## config.mk

```make
export PLATFORM = sky130hd
export DESIGN_NAME = sub_result_bcd
export DESIGN_NICKNAME = d
export VERILOG_FILES = /design/src/rtl/sub_result_bcd.sv
export SDC_FILE = /design/constraint.sdc
export NUM_CORES = 1
export LEC_CHECK = 0
export ABC_AREA = 1
export CAP_MARGIN = 30
export CORE_ASPECT_RATIO = 1.1
export CORE_MARGIN = 5
export CORE_UTILIZATION = 35
export DETAILED_ROUTE_END_ITERATION = 16
export SYNTH_ARGS = -nofsm -noshare
export SYNTH_HDL_FRONTEND = slang
export SYNTH_SLANG_ARGS = --single-unit
```

## constraint.sdc

```tcl
create_clock -name clk -period 1.8 [get_ports clk]
set_clock_uncertainty 0.05 [all_clocks]
set_input_delay 0.45 -clock clk [delete_from_list [all_inputs] [get_ports clk]]
set_output_delay 0.45 -clock clk [all_outputs]
set_load 0.01 [all_outputs]
```

## src/rtl/sub_result_bcd.sv

```systemverilog
// Signed binary to two-digit BCD converter placed after sub_top.
// The magnitude is converted by shift-add-3 (double dabble), one bit per cycle.
// The result is held on a valid/ready handshake until the display stage takes it.
module sub_result_bcd #(
  parameter int WIDTH = 6
) (
  input  logic             clk,
  input  logic             reset,
  input  logic             in_valid,
  output logic             in_ready,
  input  logic [WIDTH-1:0] in_value,
  input  logic             in_overflow,
  output logic             out_valid,
  input  logic             out_ready,
  output logic             out_sign,
  output logic [3:0]       out_tens,
  output logic [3:0]       out_ones,
  output logic             out_overflow
);

  localparam int CW = $clog2(WIDTH + 1);
  localparam int SW = WIDTH + 8;

  typedef enum logic [1:0] {IDLE, CONVERT, DONE} state_e;

  state_e          state_q, state_d;
  logic            sign_q, sign_d;
  logic [SW-1:0]   work_q, work_d;
  logic [CW-1:0]   cnt_q, cnt_d;
  logic            out_valid_q, out_valid_d;
  logic            out_sign_q, out_sign_d;
  logic [3:0]      out_tens_q, out_tens_d;
  logic [3:0]      out_ones_q, out_ones_d;
  logic            out_overflow_q, out_overflow_d;

  logic [WIDTH-1:0] neg_value;
  logic [SW-1:0]    work_adj;
  logic [SW-1:0]    work_shift;

  // State, datapath and output registers with synchronous reset.
  always_ff @(posedge clk) begin
    if (reset) begin
      state_q        <= IDLE;
      sign_q         <= 1'b0;
      work_q         <= '0;
      cnt_q          <= '0;
      out_valid_q    <= 1'b0;
      out_sign_q     <= 1'b0;
      out_tens_q     <= '0;
      out_ones_q     <= '0;
      out_overflow_q <= 1'b0;
    end else begin
      state_q        <= state_d;
      sign_q         <= sign_d;
      work_q         <= work_d;
      cnt_q          <= cnt_d;
      out_valid_q    <= out_valid_d;
      out_sign_q     <= out_sign_d;
      out_tens_q     <= out_tens_d;
      out_ones_q     <= out_ones_d;
      out_overflow_q <= out_overflow_d;
    end
  end

  // Next-state, conversion step and handshake decode.
  always_comb begin
    state_d        = state_q;
    sign_d         = sign_q;
    work_d         = work_q;
    cnt_d          = cnt_q;
    out_valid_d    = out_valid_q;
    out_sign_d     = out_sign_q;
    out_tens_d     = out_tens_q;
    out_ones_d     = out_ones_q;
    out_overflow_d = out_overflow_q;

    in_ready  = (state_q == IDLE) && !reset;
    neg_value = -in_value;

    // {bcd, mag} kept as one register so a single shift moves the next
    // magnitude bit into the ones digit.
    work_adj = work_q;
    if (work_q[WIDTH+3:WIDTH] >= 4'd5) work_adj[WIDTH+3:WIDTH] = work_q[WIDTH+3:WIDTH] + 4'd3;
    if (work_q[SW-1:WIDTH+4] >= 4'd5) work_adj[SW-1:WIDTH+4] = work_q[SW-1:WIDTH+4] + 4'd3;
    work_shift = work_adj << 1;

    unique case (state_q)
      IDLE: begin
        if (in_valid && in_ready) begin
          sign_d = in_value[WIDTH-1];
          work_d = {8'd0, (in_value[WIDTH-1] ? neg_value : in_value)};
          cnt_d  = CW'(WIDTH);
          if (in_overflow) begin
            state_d        = DONE;
            out_sign_d     = 1'b0;
            out_tens_d     = '0;
            out_ones_d     = '0;
            out_overflow_d = 1'b1;
          end else begin
            state_d = CONVERT;
          end
        end
      end
      CONVERT: begin
        work_d = work_shift;
        cnt_d  = cnt_q - CW'(1);
        if (cnt_q == CW'(1)) begin
          state_d        = DONE;
          out_valid_d    = 1'b1;
          out_sign_d     = sign_q;
          out_tens_d     = work_shift[SW-1:WIDTH+4];
          out_ones_d     = work_shift[WIDTH+3:WIDTH];
          out_overflow_d = 1'b0;
        end
      end
      DONE: begin
        // The overflow path enters DONE with valid still low; valid rises on
        // the following edge, and only a presented result can be consumed.
        if (!out_valid_q) begin
          out_valid_d = 1'b1;
        end else if (out_ready) begin
          out_valid_d = 1'b0;
          state_d     = IDLE;
        end
      end
      default: state_d = IDLE;
    endcase
  end

  assign out_valid    = out_valid_q;
  assign out_sign     = out_sign_q;
  assign out_tens     = out_tens_q;
  assign out_ones     = out_ones_q;
  assign out_overflow = out_overflow_q;

endmodule

```

After elaboration in Yosys (flattened, before gate mapping). Cells that the tools add are included.

Flip-flop bits (word level): 31.

Add/subtract/negate cells: 4. Order comparisons: 2. Eq/ne operators: 8. Multiplexer cells: 31. Reduce and logical (&&, ||, !) cells: 11.

Operator list (count): 14-bit one-hot mux with 2 select lines (1); 4-bit two-way mux (5); 4-bit one-hot mux with 2 select lines (2); 14-bit two-way mux (1); 2-bit two-way mux (5); 1-bit two-way mux (9); 4-bit by 3-bit greater-or-equal comparator with 1-bit output (second input constant) (2); 2-bit != test (second input constant) (4); 4-bit AND reduction (2); 3-bit two-way mux (2); 6-bit two-way mux (1); 6-bit negation (1); 1-bit one-hot mux with 2 select lines (3); 2-bit one-hot mux with 3 select lines (1); 3-bit one-hot mux with 2 select lines (1); 2-bit AND reduction (3); 4-bit by 2-bit adder with 4-bit output (second input constant) (1); 2-bit nonzero test (2); 3-bit by 2-bit adder with 3-bit output (second input constant) (1); 3-bit by 1-bit equality test with 1-bit output (second input constant) (1); 3-bit by 1-bit subtractor with 3-bit output (second input constant) (1); 2-bit by 1-bit equality test with 1-bit output (second input constant) (1); 2-bit equality test (second input constant) (1); 1-bit logical AND (2); 3 further kinds (3).

Depth between registers and ports, before layout. Gate-level depths: netlist (run 1).

Word-level depth: 5. Mapped depth: 10. Depth with buffers taken out: 10.

Least setup slack after synthesis (run 1). Ideal clock, no wire load.

Path kind: in2out. From: input reset. To: output in_ready. Data arrival time: 1010 ps. Slack: 290 ps. Stages on the path: 3. Path buffers: 2. Cell sequence: buf_2 -> clkbuf_1 -> nor2_1.

Word-level cells in the longest chain between the ends: 2.

Ends and longest elaborated chain: from (decl) (line 8) `input logic reset,`; 1-bit logical NOT (line 77) `in_ready = (state_q == IDLE) && !reset;`; 1-bit logical AND (line 77); to (decl) (line 10) `output logic in_ready,`.

Every way passes these cells.

Final worst setup path (run 1).
From: register out_ones_q[2], in the netlist out_ones[2]. To: output out_ones[2].

RTL lines: from (decl) (line 33) `logic [3:0] out_ones_q, out_ones_d;`; from (signal assigned) (line 60) `out_ones_q <= out_ones_d;`; to (decl) (line 17) `output logic [3:0] out_ones,`.

No word-level cell between the ends.

==> PnR_summary.wiki, run 1 <==
{| class="wikitable"
! Metric !! Value
|-
| Global-route wire length before repair || 6.27 mm
|-
| Clk_lat worst skew || 280 ps
|-
| Peak supply drop || 0.421 mV
|-
| Sequential cell area fraction in the yosys report || 37.5%
|-
| Worst reg2reg setup slack || 260 ps
|-
| Net Count, Synth || 255
|-
| Series of cell instances along the critical path || clkdlybuf4s50_1
|-
| Clock tree from TritonCTS || yes
|-
| Synth cell types || 27
|-
| Number of clock sinks || 31
|-
| Yosys top cell by area || sky130_fd_sc_hd__dfxtp_1
|-
| Mux contribution to synthesized area || 0%
|-
| PwrDens || 1080 nW/um^2
|-
| Clock-pin slew of the registers on the worst-case setup and hold paths || 70 ps
|-
| Routed Wire Length || 3.68 mm
|-
| Max Transition Viols Final || 0
|-
| Congestion Overflow GR || 0
|-
| Floorplan core area || 4620 sq um
|-
| Cell with the biggest individual delay on the critical path || sky130_fd_sc_hd__clkdlybuf4s50_1
|-
| Synth Area in XOR/XNOR || 1.06%
|-
| Number of nets in the finished design || 298
|-
| YS warnings || 0
|-
| Number of placement rows || 26
|-
| Full die area || 6200 sq um
|-
| Worst Path Required || 1300 ps
|-
| CP Capture Type || output port
|-
| Largest stage delay on the critical path || 550 ps
|-
| Number of global-route vias before repair || 1485
|-
| Largest driver fanout on the critical path || 2
|-
| I/O Buffers || 22
|-
| Min Clock Period, post-route || 1690 ps
|-
| Synthesis-to-layout area growth || 31.9%
|-
| Remaining number of nets flagged by the antenna check after routing || 0
|-
| Initial antenna violation count || 0
|-
| Iteration-0 DRC Markers || 125
|-
| Largest net degree at the start of global routing || 19
|-
| TritonCTS Buffers || 5
|-
| Die Y || 82.1 um
|-
| Final cycle utilization of the critical path || 93.7%
|-
| Summed area of non-filler cells in the final layout || 2180 sq um
|-
| Crit Path Class || reg2out
|-
| Kind of cell with the highest combined delay on the critical path || buffers and inverters
|-
| Fraction of the mapped netlist area in adder cells || 5.30%
|-
| Highest Clock Rate || 0.593 GHz
|-
| Detailed placement HPWL || 2.70 mm
|-
| CTS root buf || sky130_fd_sc_hd__clkbuf_8
|-
| Synth Area in Simple Gates || 32.5%
|-
| Leak || 1.02 nW
|-
| Startpoint type of the worst setup path || register
|-
| Slew Limit Headroom || 77.6%
|-
| Class of the tightest hold or removal check || reg2reg
|-
| Run status || finished clean
|-
| Number of failing setup endpoints in the final timing report || 0
|-
| Wire length per cell after detailed routing || 10.9 um
|-
| Die boundary width || 75.5 um
|-
| Largest family of logic cells by synthesized area || simple AND/OR/NAND/NOR gates
|-
| Synth area leaders || sky130_fd_sc_hd__dfxtp_1 38%, sky130_fd_sc_hd__nand2_1 13%, sky130_fd_sc_hd__inv_1 7.5%
|-
| # H-tree levels || 2
|-
| Final hold violations || 0
|-
| Global-route total usage across every layer || 13.4%
|-
| Sum of buffers and inverters on the critical path || 1
|-
| Number of cells in the finished layout apart from fillers || 337
|-
| Number of detailed-route iterations in the first pass || 4
|-
| Effective utilization at floorplan || 35.8%
|-
| Gate count of the mapped netlist || 237
|-
| Area of placed instances || 2030 sq um
|-
| Number of antenna diodes || 0
|-
| Max-cap viol count || 0
|-
| Worst Tran Pin Value || 332 ps
|-
| Final RePlAce weighted congestion || 0.766
|-
| Number of vias after detailed routing || 1600
|-
| Area share of the largest cell type after synthesis || 37.5%
|-
| I/O pin total || 23
|-
| Flip-flop and latch count after synthesis || 31
|-
| Number of buffers on the longest clock path || 2
|-
| Hold buffers post-CTS || 0
|-
| Post-synthesis area per instance || 6.97 sq um
|-
| Synthesized area || 1650 sq um
|-
| Placed instance count || 326
|-
| Via count normalized by instance count || 4.75
|-
| Synthesized-area fraction occupied by ao, oa, aoi and oai cells || 12.0%
|-
| Fraction of layout instances using a drive strength above 1 || 15.3%
|-
| Arrival @ worst endpoint || 1190 ps
|-
| Total power || 0.00235 W
|-
| Number of remaining DRC errors || 0
|}
-- metal layers --
layer	up-vias	track usage [%]	wire, um
li1	838	-	-
met1	715	14.7	1550
met2	35	22.7	1790
met3	12	3.79	226
met4	0	7.52	103
met5	-	0	0
-- report_power, final --
| part | total (W) | switching (W) | internal [W] |
|---|---|---|---|
| sequential | 0.000833 | 0.0000485 | 0.000784 |
| combinational | 0.000798 | 0.000434 | 0.000364 |
| clock | 0.000718 | 0.000271 | 0.000447 |
| total | 0.00235 | 0.000753 | 0.00160 |
-- metrics by stage --
step	TNS, ps	hold WS (ps)	utilization (%)	worst slack [ps]
final	0	396	47.2	114
after global routing	-3.93	434	47.2	-3.93
after CTS	0	404	46.5	1.50
after detailed placement	-4040	394	44.0	-295
after global placement	-4220	386	44.0	-332
after floorplan	0	389	-	290
-- area by class of cell --
| type | count | area [sq um] |
|---|---|---|
| multi-input combinational | 161 | 841 |
| clock inverter | 2 | 35.0 |
| inverter | 38 | 148 |
| fill | 475 | 2440 |
| sequential | 31 | 621 |
| clock buffer | 6 | 82.6 |
| tap | 56 | 70.1 |
| timing repair buffer | 43 | 384 |
-- cells by family (layout without fill, tap and decap cells) --
| group | Yosys count | after routing |
|---|---|---|
| compound gates | 37 | 37 |
| fa+ha+maj | 7 | 7 |
| buf+inv | 45 | 89 |
| flops | 31 | 31 |
| simple gates | 115 | 115 |
| xor+xnor | 2 | 2 |
-- final timing paths --
| kind | startpoint | to | cells after the start |
|---|---|---|---|
| setup / recovery | out_ones[2]$_SDFFE_PP0P_ | out_ones[2] | 1 |
| hold / removal | out_overflow$_SDFFE_PP0P_ | out_overflow$_SDFFE_PP0P_ | 2 |
| setup reg to reg | state_q[0]$_SDFFE_PP0P_ | out_tens[3]$_SDFFE_PP0P_ | 9 |
| hold reg to reg | out_overflow$_SDFFE_PP0P_ | out_overflow$_SDFFE_PP0P_ | 2 |
-- flip-flops by register name, summed over array words and instances, names as in the netlist --
| name | cells |
|---|---|
| cnt_q | 3 |
| out_ones | 4 |
| out_sign | 1 |
| out_tens | 4 |
| sign_q | 1 |
| work_q | 14 |
| out_valid | 1 |
| state_q | 2 |
| out_overflow | 1 |
-- layout by cell type, fill, tap and decap left out --
cell / n
sky130_fd_sc_hd__nand4_1: 5
sky130_fd_sc_hd__inv_2: 3
sky130_fd_sc_hd__dlymetal6s2s_1: 1
sky130_fd_sc_hd__o211ai_1: 1
sky130_fd_sc_hd__a21oi_1: 17
sky130_fd_sc_hd__inv_4: 2
sky130_fd_sc_hd__nor2_2: 1
sky130_fd_sc_hd__o21ai_2: 1
sky130_fd_sc_hd__nand2_2: 1
sky130_fd_sc_hd__nand2_4: 2
sky130_fd_sc_hd__clkdlybuf4s50_1: 20
sky130_fd_sc_hd__nor2_1: 26
sky130_fd_sc_hd__dfxtp_1: 31
sky130_fd_sc_hd__buf_6: 1
sky130_fd_sc_hd__clkinv_2: 1
sky130_fd_sc_hd__nand2_1: 56
sky130_fd_sc_hd__o21ai_0: 14
sky130_fd_sc_hd__o21a_1: 3
sky130_fd_sc_hd__clkdlybuf4s15_1: 1
sky130_fd_sc_hd__nor2_4: 2
sky130_fd_sc_hd__inv_1: 33
sky130_fd_sc_hd__bufinv_16: 1
sky130_fd_sc_hd__nor2_8: 1
sky130_fd_sc_hd__nand3_1: 19
sky130_fd_sc_hd__buf_4: 20
sky130_fd_sc_hd__xor2_1: 2
sky130_fd_sc_hd__ha_1: 7
sky130_fd_sc_hd__nand3_4: 1
sky130_fd_sc_hd__clkbuf_8: 6
sky130_fd_sc_hd__o21ai_1: 1
sky130_fd_sc_hd__nand3b_1: 1
-- Yosys cell counts, drive strengths merged --
| cell type | instances |
|---|---|
| dfxtp | 31 |
| xor2 | 2 |
| o21a | 3 |
| nand3 | 20 |
| nand2 | 59 |
| clkbuf | 3 |
| inv | 38 |
| buf | 4 |
| ha | 7 |
| nand3b | 1 |
| o21ai | 16 |
| nor2 | 30 |
| o211ai | 1 |
| a21oi | 17 |
| nand4 | 5 |
-- timing repair --
| action | 4_1_cts | 5_1_grt |
|---|---|---|
| buffers inserted | 0 | 3 |
| endpoints found under the hold margin | 0 | 0 |
| resized for setup | 2 | 4 |
| endpoints found under the setup margin | 1 | 8 |
| pin swaps | 0 | 2 |
Note: power is estimated with default switching activity, not from simulation.
==> run 2: changes to the inputs <==
clock period = 1.5 ns   (was 1.8 ns; I/O delays follow)
==> PnR_summary.wiki, run 2 (synthesized netlist as in run 1, its figures left out) <==
{| class="wikitable"
! Metric !! Value
|-
| Detailed placement HPWL || 2.74 mm (+1.5%)
|-
| Fraction of layout instances using a drive strength above 1 || 22.8% (+7.5 points)
|-
| Clock share of power || 23.1% (-7.5 points)
|-
| Crit Path Class || in2reg
|-
| Highest Clock Rate || 0.701 GHz
|-
| Number of nets in the finished design || 306 (+2.7%)
|-
| Floorplan core area || 4620 sq um (unchanged)
|-
| Final RePlAce weighted congestion || 0.741 (-3.2%)
|-
| Leak || 1.12 nW (+10%)
|-
| CTS root buf || sky130_fd_sc_hd__clkbuf_8
|-
| Largest net degree at the start of global routing || 19 (unchanged)
|-
| Register name with the most flops || work_q
|-
| Clk_lat worst skew || 280 ps (about the same)
|-
| Final worst setup slack || 72.8 ps (-41.0 ps)
|-
| Die Y || 82.1 um (unchanged)
|-
| Count of filler cells inserted in the layout || 476 (+0.21%)
|-
| Largest register FFs || 14 (unchanged)
|-
| Worst reg2reg setup slack || 100 ps (-160 ps)
|-
| # H-tree levels || 2 (unchanged)
|-
| I/O Buffers || 22 (unchanged)
|-
| PwrDens || 1180 nW/um^2 (+9.7%)
|-
| Class of the tightest hold or removal check || reg2reg
|-
| Terminus of the critical flop-to-flop path || out_tens[1]$_SDFFE_PP0P_
|-
| Total power || 0.00268 W (+14%)
|-
| Number of global-route vias before repair || 1517 (+2.2%)
|-
| Via count normalized by instance count || 4.53 (-4.6%)
|-
| Effective utilization at floorplan || 35.8% (unchanged)
|-
| Clock-pin slew of the registers on the worst-case setup and hold paths || 60 ps (about the same)
|-
| Slew Limit Headroom || 83.7% (+6.1 points)
|-
| Most frequent standard cell in the layout excluding fill and tap cells || sky130_fd_sc_hd__nand2_1
|-
| Beginning of the worst register-to-register path || state_q[0]$_SDFFE_PP0P_
|-
| Sequential share of power || 37.4% (+1.9 points)
|-
| R2R depth || 10 (+1)
|-
| Multi-input logic area || 888 sq um (+5.7%)
|-
| Number of vias after detailed routing || 1563 (-2.3%)
|-
| Largest driver fanout on the critical path || 6 (+4)
|-
| Remaining number of nets flagged by the antenna check after routing || 0 (unchanged)
|-
| CP Capture Type || register
|-
| Final hold violations || 0 (unchanged)
|-
| Reg area || 627 sq um (+1.0%)
|-
| Worst Path Required || 1620 ps (+320 ps)
|-
| Die boundary width || 75.5 um (unchanged)
|-
| TritonCTS Buffers || 5 (unchanged)
|-
| Number of remaining DRC errors || 0 (unchanged)
|-
| Kind of cell with the highest combined delay on the critical path || buffers and inverters
|-
| Run status || finished clean
|-
| Hold buffers post-CTS || 0 (unchanged)
|-
| Net switching component of the power || 0.000925 W (+23%)
|-
| Max-cap viol count || 0 (unchanged)
|-
| Max Transition Viols Final || 0 (unchanged)
|-
| Largest stage delay on the critical path || 300 ps (-250 ps)
|-
| Cell with the biggest individual delay on the critical path || sky130_fd_sc_hd__dlygate4sd2_1
|-
| Global-route total usage across every layer || 13.7% (+0.32 points)
|-
| Min Clock Period, post-route || 1430 ps
|-
| DP Worst Slack || -465 ps (-170 ps)
|-
| Share of total power consumed by net switching || 34.5% (+2.4 points)
|-
| HP Start || out_overflow$_SDFFE_PP0P_
|-
| Leading cell types in the layout, fill and taps excluded || 53 x sky130_fd_sc_hd__nand2_1, 29 x sky130_fd_sc_hd__inv_1, 26 x sky130_fd_sc_hd__dfxtp_1
|-
| Iteration-0 DRC Markers || 81 (-35%)
|-
| Clock tree from TritonCTS || yes
|-
| Worst Tran Pin Value || 244 ps (-87.9 ps)
|-
| Synthesis-to-layout area growth || 37.4%
|-
| Number of clock sinks || 31 (unchanged)
|-
| Sum of buffers and inverters on the critical path || 4 (+3)
|-
| Peak supply drop || 0.463 mV (+10%)
|-
| Initial antenna violation count || 0 (unchanged)
|-
| Wire length per cell after detailed routing || 10.7 um (-2.0%)
|-
| Number of antenna diodes || 0 (unchanged)
|-
| Number of placement rows || 26 (unchanged)
|-
| Final cycle utilization of the critical path || 95.1%
|-
| Worst min-delay path endpoint || out_overflow$_SDFFE_PP0P_
|-
| Number of detailed-route iterations in the first pass || 4 (unchanged)
|-
| Arrival @ worst endpoint || 1550 ps (+360 ps)
|-
| Combinational cell fraction of total power || 39.5% (+5.5 points)
|-
| Routed Wire Length || 3.69 mm (+0.33%)
|-
| End-of-flow core utilization || 49.2% (+2.0 points)
|-
| Series of cell instances along the critical path || dlygate4sd2_1, buf_8, o21ai_4, nand2_4, nor2_4, buf_4, nand2_1, inv_1, nor2_1
|-
| Number of buffers on the longest clock path || 2 (unchanged)
|-
| I/O pin total || 23 (unchanged)
|-
| Startpoint type of the worst setup path || input pin
|-
| Congestion Overflow GR || 0 (unchanged)
|-
| Number of failing setup endpoints in the final timing report || 0 (unchanged)
|-
| Internal power || 0.00176 W (+10%)
|-
| Global-route wire length before repair || 6.45 mm (+3.0%)
|-
| Full die area || 6200 sq um (unchanged)
|-
| Worst Hold Path Cells || 2 (unchanged)
|-
| Final-layout setup total negative slack || 0 ps (unchanged)
|}
[run 2: cell types whose count changed in the layout (fill, tap and decap cells not counted), sizes merged]
| cell | change |
|---|---|
| dlygate4sd2 | +12 |
| dlymetal6s2s | +2 |
| clkdlybuf4s50 | -14 |
| clkdlybuf4s15 | -1 |
| bufinv | -1 |
| buf | +9 |
| clkbuf | +1 |
[run 2: routing by layer]
| metal | routed length, um | track usage, % | share of wire [%] | up-vias |
|---|---|---|---|---|
| met4 | 27 | 5.94 | 0.73 | 0 |
| met3 | 162 | 2.94 | 4.4 | 4 |
| met1 | 1650 | 16.2 | 45 | 686 |
| met5 | 0 | 0 | 0 | - |
| li1 | - | - | - | 851 |
| met2 | 1850 | 23.4 | 50 | 22 |
[run 2: worst register-to-register path: cells and delay by family (launching register included)]
kind,cells,cell delay (ps)
and+or+nand+nor,6,490
buffers and inverters,4,430
DFF,1,320
[run 2: area by class of cell]
class                      count  share of cell area, %
tap                           56                   3.09
multi-input combinational    161                   39.1
sequential                    31                   27.6
clock buffer                   7                   3.36
timing repair buffer          51                   20.1
clock inverter                 1                  0.220
inverter                      38                   6.50
[run 2: power groups by stage]
stage | clock, W | combinational [W] | sequential, W
2_1_floorplan | 0 | 0.000531 | 0.00105
3_3_place_gp | 0 | 0.000987 | 0.00102
3_5_place_dp | 0 | 0.000996 | 0.00102
4_1_cts | 0.000649 | 0.000956 | 0.000999
5_1_grt | 0.000674 | 0.00120 | 0.00102
6_report | 0.000619 | 0.00106 | 0.00101
[run 2: through the flow]
stage / area (sq um) / hold WS [ps] / cells
6_report: 2270 / 391 / 345
5_1_grt: 2270 / 434 / 345
4_1_cts: 2160 / 394 / 341
3_5_place_dp: 2100 / 386 / 333
3_3_place_gp: 2100 / 386 / 333
2_1_floorplan: 1650 / 389 / 237
[run 2: repair_timing]
item                                   CTS  global route
endpoints found under the hold margin    0             0
pin swaps                                1            10
setup endpoints to repair               39            14
gates resized for setup                 18            34
setup buffers                            0             4
[run 2: how the worst max path moves through the flow]
| stage | endpoint | startpoint | depth (start not counted) | slack, ps |
|---|---|---|---|---|
| floorplan | work_q[5]$_SDFFE_PP0P_ | reset | 10 | 110 |
| global placement | in_ready | reset | 3 | -480 |
| detailed placement | in_ready | reset | 3 | -460 |
| CTS | out_tens[0]$_SDFFE_PP0P_ | work_q[6]$_SDFFE_PP0P_ | 9 | 10 |
| global route | out_tens[2]$_SDFFE_PP0P_ | reset | 9 | -10 |
| finish | out_tens[1]$_SDFFE_PP0P_ | reset | 9 | 70 |
==> run 3: changes to the inputs <==
TNS_END_PERCENT = 5   (was default)
==> PnR_summary.wiki, run 3 (synthesized netlist as in run 1, its figures left out) <==
{| class="wikitable"
! Metric !! Value
|-
| Global-route wire length before repair || 6.45 mm (unchanged)
|-
| Number of remaining DRC errors || 0 (unchanged)
|-
| Top Usage Layer GRT || met2
|-
| Worst Hold Margin || 391 ps (-0.143 ps)
|-
| Series of cell instances along the critical path || nor2_2, inv_2, nor2_2, buf_2
|-
| Unrepaired setup endpoints after global routing || true
|-
| # H-tree levels || 2 (unchanged)
|-
| Number of failing setup endpoints in the final timing report || 0 (unchanged)
|-
| Full die area || 6200 sq um (unchanged)
|-
| Routed Wire Length || 3.69 mm (about the same)
|-
| Worst Tran Pin Value || 238 ps (-5.88 ps)
|-
| Placed instance count || 333 (unchanged)
|-
| HP Start || out_overflow$_SDFFE_PP0P_
|-
| Number of cells in the finished layout apart from fillers || 344 (-0.29%)
|-
| Number of clock sinks || 31 (unchanged)
|-
| CP Capture Type || output port
|-
| PwrDens || 1190 nW/um^2 (+0.81%)
|-
| M2 GR Usage || 23.4% (unchanged)
|-
| Hold buffers post-CTS || 0 (unchanged)
|-
| CTS root buf || sky130_fd_sc_hd__clkbuf_8
|-
| Via count normalized by instance count || 4.55 (+0.35%)
|-
| Count of filler cells inserted in the layout || 482 (+1.3%)
|-
| Largest driver fanout on the critical path || 2 (-4)
|-
| Global-route met3 utilization || 2.94% (unchanged)
|-
| Kind of cell with the highest combined delay on the critical path || flip-flops
|-
| I/O Buffers || 22 (unchanged)
|-
| Clock-pin slew of the registers on the worst-case setup and hold paths || 60 ps (about the same)
|-
| Synthesis-to-layout area growth || 35.5%
|-
| Number of global-route vias before repair || 1517 (unchanged)
|-
| Iteration-0 DRC Markers || 91 (+12%)
|-
| Multi-input logic area || 868 sq um (-2.3%)
|-
| Congestion Overflow GR || 0 (unchanged)
|-
| Startpoint type of the worst setup path || register
|-
| Worst reg2reg setup slack || 90 ps (about the same)
|-
| Summed area of non-filler cells in the final layout || 2240 sq um (-1.4%)
|-
| Number of detailed-route iterations in the first pass || 4 (unchanged)
|-
| Die boundary width || 75.5 um (unchanged)
|-
| Crit Path Class || reg2out
|-
| Number of buffers on the longest clock path || 2 (unchanged)
|-
| Final cycle utilization of the critical path || 97.0% (+1.8 points)
|-
| TritonCTS Buffers || 5 (unchanged)
|-
| Final hold violations || 0 (unchanged)
|-
| Largest net degree at the start of global routing || 19 (unchanged)
|-
| Min Clock Period, post-route || 1450 ps (+27.5 ps)
|-
| Arrival @ worst endpoint || 1030 ps (-520 ps)
|-
| Final RePlAce weighted congestion || 0.741 (unchanged)
|-
| Clk_lat worst skew || 280 ps (about the same)
|-
| End-of-flow core utilization || 48.5% (-0.68 points)
|-
| Cell with the biggest individual delay on the critical path || sky130_fd_sc_hd__dfxtp_1
|-
| R2R depth || 10 (unchanged)
|-
| Global-route total usage across every layer || 13.7% (unchanged)
|-
| Class of the tightest hold or removal check || reg2reg
|-
| Leading cell types in the layout, fill and taps excluded || 54 x sky130_fd_sc_hd__nand2_1, 29 x sky130_fd_sc_hd__inv_1, 26 x sky130_fd_sc_hd__dfxtp_1
|-
| Highest Clock Rate || 0.687 GHz (-1.9%)
|-
| Wire length per cell after detailed routing || 10.7 um (+0.24%)
|-
| Clock tree from TritonCTS || yes
|-
| Most frequent standard cell in the layout excluding fill and tap cells || sky130_fd_sc_hd__nand2_1
|-
| Register name with the most flops || work_q
|-
| Peak supply drop || 0.463 mV (-0.13%)
|-
| Cell seen most often among critical-path stages || sky130_fd_sc_hd__nor2_2
|-
| Max-cap viol count || 0 (unchanged)
|-
| Worst Hold Path Cells || 2 (unchanged)
|-
| Slew Limit Headroom || 84.1% (+0.39 points)
|-
| I/O pin total || 23 (unchanged)
|-
| Detailed placement HPWL || 2.74 mm (unchanged)
|-
| Largest stage delay on the critical path || 320 ps (+20 ps)
|-
| Met1 usage in global routing || 16.2% (unchanged)
|-
| Largest register FFs || 14 (unchanged)
|-
| Terminus of the critical flop-to-flop path || out_tens[1]$_SDFFE_PP0P_
|-
| Number of nets in the finished design || 305 (-0.33%)
|-
| Worst min-delay path endpoint || out_overflow$_SDFFE_PP0P_
|-
| Initial antenna violation count || 0 (unchanged)
|-
| Fraction of layout instances using a drive strength above 1 || 21.9% (-0.96 points)
|-
| Floorplan core area || 4620 sq um (unchanged)
|-
| Worst Path Required || 1070 ps (-550 ps)
|-
| Number of vias after detailed routing || 1564 (+0.064%)
|-
| Leak || 1.11 nW (-0.86%)
|-
| Max Transition Viols Final || 0 (unchanged)
|-
| Effective utilization at floorplan || 35.8% (unchanged)
|-
| Area of placed instances || 2100 sq um (unchanged)
|-
| Remaining number of nets flagged by the antenna check after routing || 0 (unchanged)
|-
| Reg area || 627 sq um (unchanged)
|-
| Die Y || 82.1 um (unchanged)
|-
| Number of placement rows || 26 (unchanged)
|-
| Sum of buffers and inverters on the critical path || 2 (-2)
|-
| Beginning of the worst register-to-register path || cnt_q[1]$_SDFFE_PP0P_
|-
| Run status || finished clean
|-
| Number of antenna diodes || 0 (unchanged)
|}
## run 3: cell count changes in the layout (fill, tap and decap cells not counted)
cell                      change
sky130_fd_sc_hd__ha_4         -1
sky130_fd_sc_hd__buf_8        -1
sky130_fd_sc_hd__nor2_4       -1
sky130_fd_sc_hd__nand2_1      +1
sky130_fd_sc_hd__buf_6        +1
sky130_fd_sc_hd__ha_2         +1
sky130_fd_sc_hd__nand2_2      -1
sky130_fd_sc_hd__buf_4        -1
sky130_fd_sc_hd__nor2_1       +1
## run 3: worst max-delay path by stage
stage	start	to	slack [ps]	cells past startpoint
floorplan	reset	work_q[5]$_SDFFE_PP0P_	110	10
global placement	reset	in_ready	-480	3
detailed placement	reset	in_ready	-460	3
CTS	work_q[6]$_SDFFE_PP0P_	out_tens[0]$_SDFFE_PP0P_	10	9
global route	reset	out_tens[2]$_SDFFE_PP0P_	-30	9
finish	state_q[1]$_SDFFE_PP0P_	in_ready	50	4
## run 3: repair_timing
action,4_1_cts,5_1_grt
gates cloned,0,0
endpoints found under the setup margin,39,14
gates resized for setup,18,29
buffers inserted,0,3
pin swaps,1,10
## run 3: area by class of cell
class                           count  share of cell area (%)
Inverter                           38                    6.59
Sequential cell                    31                    28.0
Multi-Input combinational cell    161                    38.8
Clock buffer                        7                    3.41
Timing Repair Buffer               50                    19.9
Tap cell                           56                    3.13
Clock inverter                      1                   0.223
## run 3: metal layers
metal  vias up  share of wire, %
li1        848                 -
met1       692                45
met2        19                50
met3         5               3.8
met4         0               1.4
met5         -                 0
## run 3: tightest hold or removal path, stage by stage (launching register included)
cell and delay [ps]:
sky130_fd_sc_hd__dfxtp_1 310, sky130_fd_sc_hd__inv_1 40, sky130_fd_sc_hd__a21oi_1 50
## run 3: metrics by stage
step	total power (W)	setup slack, ps	TNS (ps)
floorplan	0.00159	108	0
global placement	0.00200	-479	-11400
detailed placement	0.00202	-465	-11740
CTS	0.00260	11.7	0
global route	0.00288	-31.3	-197
finish	0.00267	45.4	0
## run 3: where the power goes
part / internal (W) / total [W] / switching [W]
logic: 0.000481 / 0.00105 / 0.000564
clock network: 0.000325 / 0.000621 / 0.000296
registers: 0.000944 / 0.00100 / 0.0000584
